===== src/rtl/vend_coin_if.sv =====
// Coin-scheduler signal bundle: coin events and machine status in, spaced coin pulses and stats out.
interface vend_coin_if #(parameter int CNT_W = 8);
    logic             five_in;
    logic             ten_in;
    logic             vm_done;
    logic             vm_change;
    logic             vm_five;
    logic             vm_ten;
    logic             busy;
    logic             overflow;
    logic [CNT_W-1:0] sales;
    logic [CNT_W-1:0] changes;

    modport master (
        output five_in, ten_in, vm_done, vm_change,
        input  vm_five, vm_ten, busy, overflow, sales, changes
    );

    modport slave (
        input  five_in, ten_in, vm_done, vm_change,
        output vm_five, vm_ten, busy, overflow, sales, changes
    );
endinterface


===== src/rtl/vend_coin_scheduler.sv =====
// Queues coin events and replays them to the vending FSM as spaced single-cycle pulses, holding off
// while a dispense is in progress. Latency 2 cycles coin-to-pulse; full FIFO drops coins (sticky flag).
module vend_coin_scheduler #(
    parameter int DEPTH = 4,
    parameter int GAP   = 2,
    parameter int CNT_W = 8
) (
    input  logic        clk,
    input  logic        rst,
    vend_coin_if.slave  bus
);
    localparam int AW = $clog2(DEPTH);
    localparam int CW = $clog2(DEPTH + 1);
    localparam int GW = (GAP > 1) ? $clog2(GAP) : 1;

    typedef enum logic [1:0] {S_IDLE, S_ISSUE, S_GAP} state_t;

    state_t           state;
    logic [GW-1:0]    gap_cnt;
    logic [DEPTH-1:0] mem;
    logic [AW-1:0]    rd_ptr;
    logic [AW-1:0]    wr_ptr;
    logic [CW-1:0]    count;
    logic             five_q;
    logic             ten_q;
    logic             ovf_q;
    logic             done_q;
    logic             change_q;
    logic [CNT_W-1:0] sales_q;
    logic [CNT_W-1:0] changes_q;

    logic [CW-1:0] free;
    logic          push_five;
    logic          push_ten;
    logic          drop;
    logic          pop;
    logic          head;

    always_comb begin
        free      = CW'(DEPTH) - count;
        push_five = bus.five_in && (free != '0);
        push_ten  = bus.ten_in && (push_five ? (free >= CW'(2)) : (free != '0));
        drop      = (bus.five_in && !push_five) || (bus.ten_in && !push_ten);
        head      = mem[rd_ptr];
        // The last gap cycle doubles as the issue decision so pulses land exactly 1+GAP apart.
        pop       = !bus.vm_done && (count != '0) &&
                    ((state == S_IDLE) || ((state == S_GAP) && (gap_cnt == '0)));
    end

    always_ff @(posedge clk) begin
        if (rst) begin
            state     <= S_IDLE;
            gap_cnt   <= '0;
            mem       <= '0;
            rd_ptr    <= '0;
            wr_ptr    <= '0;
            count     <= '0;
            five_q    <= 1'b0;
            ten_q     <= 1'b0;
            ovf_q     <= 1'b0;
            done_q    <= 1'b0;
            change_q  <= 1'b0;
            sales_q   <= '0;
            changes_q <= '0;
        end else begin
            five_q <= 1'b0;
            ten_q  <= 1'b0;
            if (pop) begin
                five_q <= !head;
                ten_q  <= head;
                rd_ptr <= rd_ptr + AW'(1);
                state  <= S_ISSUE;
            end else begin
                case (state)
                    S_IDLE:  state <= S_IDLE;
                    S_ISSUE: begin
                        gap_cnt <= GW'(GAP - 1);
                        state   <= S_GAP;
                    end
                    S_GAP: begin
                        if (gap_cnt == '0) state <= S_IDLE;
                        else               gap_cnt <= gap_cnt - GW'(1);
                    end
                    default: state <= S_IDLE;
                endcase
            end

            // Five always takes the first free slot when both coins arrive together.
            if (push_five) mem[wr_ptr] <= 1'b0;
            if (push_ten)  mem[push_five ? wr_ptr + AW'(1) : wr_ptr] <= 1'b1;
            wr_ptr <= wr_ptr + AW'(push_five) + AW'(push_ten);
            count  <= count + CW'(push_five) + CW'(push_ten) - CW'(pop);

            if (drop) ovf_q <= 1'b1;

            done_q   <= bus.vm_done;
            change_q <= bus.vm_change;
            if (bus.vm_done && !done_q)     sales_q   <= sales_q + CNT_W'(1);
            if (bus.vm_change && !change_q) changes_q <= changes_q + CNT_W'(1);
        end
    end

    assign bus.vm_five  = five_q;
    assign bus.vm_ten   = ten_q;
    assign bus.overflow = ovf_q;
    assign bus.sales    = sales_q;
    assign bus.changes  = changes_q;
    assign bus.busy     = (count != '0) || (state != S_IDLE);
endmodule


===== src/flat_wrapper.sv =====
// flat-port wrapper written by rule: the top's interface ports become plain ports
module vend_coin_scheduler_flat 
#(
    parameter int DEPTH = 4,
    parameter int GAP   = 2,
    parameter int CNT_W = 8
)
  (clk, rst, bus_five_in, bus_ten_in, bus_vm_done, bus_vm_change, bus_vm_five, bus_vm_ten, bus_busy, bus_overflow, bus_sales, bus_changes);
  vend_coin_if #(.CNT_W(CNT_W)) bus_i ();
  input  logic clk;
  input  logic rst;
  input wire logic [$bits(bus_i.five_in)-1:0] bus_five_in;
  input wire logic [$bits(bus_i.ten_in)-1:0] bus_ten_in;
  input wire logic [$bits(bus_i.vm_done)-1:0] bus_vm_done;
  input wire logic [$bits(bus_i.vm_change)-1:0] bus_vm_change;
  output wire logic [$bits(bus_i.vm_five)-1:0] bus_vm_five;
  output wire logic [$bits(bus_i.vm_ten)-1:0] bus_vm_ten;
  output wire logic [$bits(bus_i.busy)-1:0] bus_busy;
  output wire logic [$bits(bus_i.overflow)-1:0] bus_overflow;
  output wire logic [$bits(bus_i.sales)-1:0] bus_sales;
  output wire logic [$bits(bus_i.changes)-1:0] bus_changes;
  assign bus_i.five_in = bus_five_in;
  assign bus_i.ten_in = bus_ten_in;
  assign bus_i.vm_done = bus_vm_done;
  assign bus_i.vm_change = bus_vm_change;
  assign bus_vm_five = bus_i.vm_five;
  assign bus_vm_ten = bus_i.vm_ten;
  assign bus_busy = bus_i.busy;
  assign bus_overflow = bus_i.overflow;
  assign bus_sales = bus_i.sales;
  assign bus_changes = bus_i.changes;
  vend_coin_scheduler #(.DEPTH(DEPTH), .GAP(GAP), .CNT_W(CNT_W)) u_core (.clk(clk), .rst(rst), .bus(bus_i));
endmodule

===== config.mk =====
export PLATFORM = sky130hd
export DESIGN_NAME = vend_coin_scheduler_flat
export DESIGN_NICKNAME = d
export VERILOG_FILES = /design/src/rtl/vend_coin_if.sv /design/src/rtl/vend_coin_scheduler.sv /design/src/flat_wrapper.sv
export SDC_FILE = /design/constraint.sdc
export NUM_CORES = 1
export LEC_CHECK = 0
export ABC_AREA = 1
export BUFFER_PORTS_ARGS = -buffer_cell sky130_fd_sc_hd__buf_2
export CORE_MARGIN = 1
export CORE_UTILIZATION = 35
export DETAILED_ROUTE_END_ITERATION = 16
export GPL_ROUTABILITY_DRIVEN = 0
export PLACE_DENSITY = 0.5
export SLEW_MARGIN = 30
export SYNTH_ARGS = -nofsm -noshare
export SYNTH_HDL_FRONTEND = slang
export SYNTH_SLANG_ARGS = --single-unit

===== constraint.sdc =====
create_clock -name clk -period 2.7 [get_ports clk]
set_input_delay 0.405 -clock clk [delete_from_list [all_inputs] [get_ports clk]]
set_output_delay 0.405 -clock clk [all_outputs]
set_load 0.05 [all_outputs]

==> metrics <==
Post-synth EDFFs 0; Final Hold Vio Count 0; via count 1512; Port Buffer Count 25; Routed WL per cell around 9.6 um; Synth top area share 36.9%; final instance area 2180 um^2; drt initial violations 33; fin crit share 91.0%; fin worst setup slack 243 ps; maximum achievable frequency between 0.4 and 0.5 GHz; top post-synthesis cells by area dfxtp_1 37%, nand2_1 10%, ha_1 9.2%; reg2reg start u_core.count[1]; global-route wire length before repair 5.89 mm; top post-synthesis cells by count 52 x nand2_1, 42 x nor2_1, 35 x dfxtp_1, 32 x inv_1, 14 x ha_1; prevailing post-synth register cell dfxtp_1; NumNets Final 301; Post-CTS Setup Bufs 0; Max-Cap Viols 0; Reg area about 700 um^2; CTS tree yes; cts hold-fix bufs 0; Die Span X 75.7 um; skew final 5.77 ps; Synth Cell Area 1900 um^2; remaining antenna violation count 0; RSZ-0062 raised after global routing false; chip height 75.7 um; CTS Sinks 35; hold path start bus_vm_change; core box area 5170 um^2; Final min period between 2000 and 2500 ps; ys async rst share 0%; syn_area_per_cell between 7 and 8 um^2; Worst-Skew Late Latency 280 ps; R2R cell count 12; fill count 564; Worst Setup EP u_core.count[1]; setup TNS 0 ps; Site Rows 26; Finish-stage setup viols 0; Syn. warnings 0; Residual DRC 0; DRT Pass-1 Iters 4; Worst Setup End Kind flip-flop; reg2reg end u_core.count[1]; Hold WC Path Type in2reg; layout cells sized above 1 21.5%; Slew Viols, Final 0; total gr overflow 0; worst-case vdd ir drop 0.000423 V; Clock Pin Slew Worst Setup and Hold Paths 70 ps; crit path from u_core.count[1]; CTS buffer count 5; largest net degree at the start of global routing 21; Yosys reg bits 35; vias in the first global route 1409; count leader, synth nand2_1; area of the multi-input gates 1020 um^2; worst-path fanout max 5; Routed WL 3.34 mm; die outline area around 5700 um^2; slew margin rel. 67.4%; syn nets 273; leading area contributor after synthesis dfxtp_1; # resized after CTS 0; sequential-to-total area share from yosys stat approximately 37%; crit path launch type flip-flop; Synth cell types 29; critical path type reg2reg; Syn Inst Count between 200 and 300; Max clock buf depth 2; Layout area overhead 14.9%; # H-tree levels 2; Least-Margin Pin Slew 488 ps; initial antenna violation count 0; crit path DAT approximately 2600 ps; total track usage 13.5%; DP HPWL 2.54 mm; run status complete, no violations; Initial Util a little under two fifths; Worst R2R Setup Slack between 200 and 250 ps; Clock Tree Root clkbuf_8; leak pwr 1.05 nW; vias per inst 4.33; worst path required time 2860 ps; worst slack, placed 236 ps; Power Total about 0.0018 W; io pins 26; Post-DP Area 2080 um^2; P per Cell Area 831 nW/um^2; antenna fix cells 0
[worst max-delay path, stage by stage (launching register included)]
cell and delay (ps):
dfxtp_1 370, inv_1 90, ha_1 210, ha_1 200
inv_1 70, nand3_2 120, clkinv_2 110, ha_1 240
fa_1 350, inv_1 70, fa_1 400, inv_1 60
nor2_1 30
[final cells by class]
cell class,count,share of cell area (%)
clock buffers,8,4.59
inverters,38,6.59
multi-input cells,172,46.6
flip-flops and latches,35,32.1
well taps,70,4.01
repair buffers,26,6.08
[per-layer routing]
metal / part of all wire (%) / track usage [%] / vias to the layer above / wire length, um
met1: 52 / 17.3 / 667 / 1750
met5: 0 / 0 / - / 0
met3: 2.2 / 3.57 / 4 / 75
li1: - / - / 823 / -
met4: 0.99 / 4.32 / 0 / 33
met2: 44 / 22.1 / 18 / 1480
[per-stage QoR]
stage	std cells	utilization [%]	hold slack, ps
after floorplan	250	-	481
after global routing	349	42.2	393
after global placement	341	40.3	482
after detailed placement	341	40.3	477
final	349	42.2	398
after CTS	349	42.2	389
[flip-flops by register name, indices dropped and copies added (netlist names)]
signal               cells
u_core.done_q            1
u_core.bus.sales         8
u_core.bus.vm_ten        1
u_core.count             3
u_core.rd_ptr            2
u_core.mem               4
u_core.bus.overflow      1
u_core.bus.vm_five       1
u_core.state             2
u_core.bus.changes       8
u_core.change_q          1
u_core.wr_ptr            2
u_core.gap_cnt           1
[worst min-delay path by stage]
stage | endpoint | slack, ps | cells past startpoint
2_1_floorplan | u_core.state[0] | 480 | 2
3_3_place_gp | u_core.bus.changes[2] | 480 | 2
3_5_place_dp | u_core.bus.sales[6] | 480 | 2
4_1_cts | u_core.change_q | 390 | 3
5_1_grt | u_core.change_q | 390 | 3
6_report | u_core.change_q | 400 | 3
[where the power goes]
part / internal (W) / total [W] / leakage [nW] / switching (W)
combinational: 0.000260 / 0.000724 / 0.716 / 0.000464
sequential: 0.000601 / 0.000672 / 0.286 / 0.0000710
clock: 0.000233 / 0.000418 / 0.0515 / 0.000185
[cells by family after synthesis]
| kind of cell | after synthesis | share of synthesized area (%) |
|---|---|---|
| flops | 35 | 36.9 |
| compound gates | 21 | 6.39 |
| simple gates | 130 | 32.9 |
| xor+xnor | 4 | 1.84 |
| buf+inv | 43 | 9.55 |
| fa+ha+maj | 17 | 12.4 |
[cells in the final DEF (no fill, tap or decap), types with 2 or more instances in the layout]
master | synthesis | routed
a21oi_1 | 11 | 11
a21oi_2 | 2 | 2
buf_2 | 3 | 25
clkbuf_8 | 0 | 7
dfxtp_1 | 35 | 35
fa_1 | 3 | 3
ha_1 | 14 | 14
inv_1 | 32 | 32
inv_2 | 5 | 5
nand2_1 | 52 | 52
nand2_2 | 2 | 2
nand3_1 | 11 | 11
nand3_2 | 4 | 4
nand3_4 | 2 | 2
nor2_1 | 42 | 42
nor2_2 | 3 | 3
nor2_4 | 4 | 4
nor3_1 | 5 | 5
o21ai_0 | 6 | 6
xor2_1 | 3 | 3
Power figures use the tool's default switching activity.
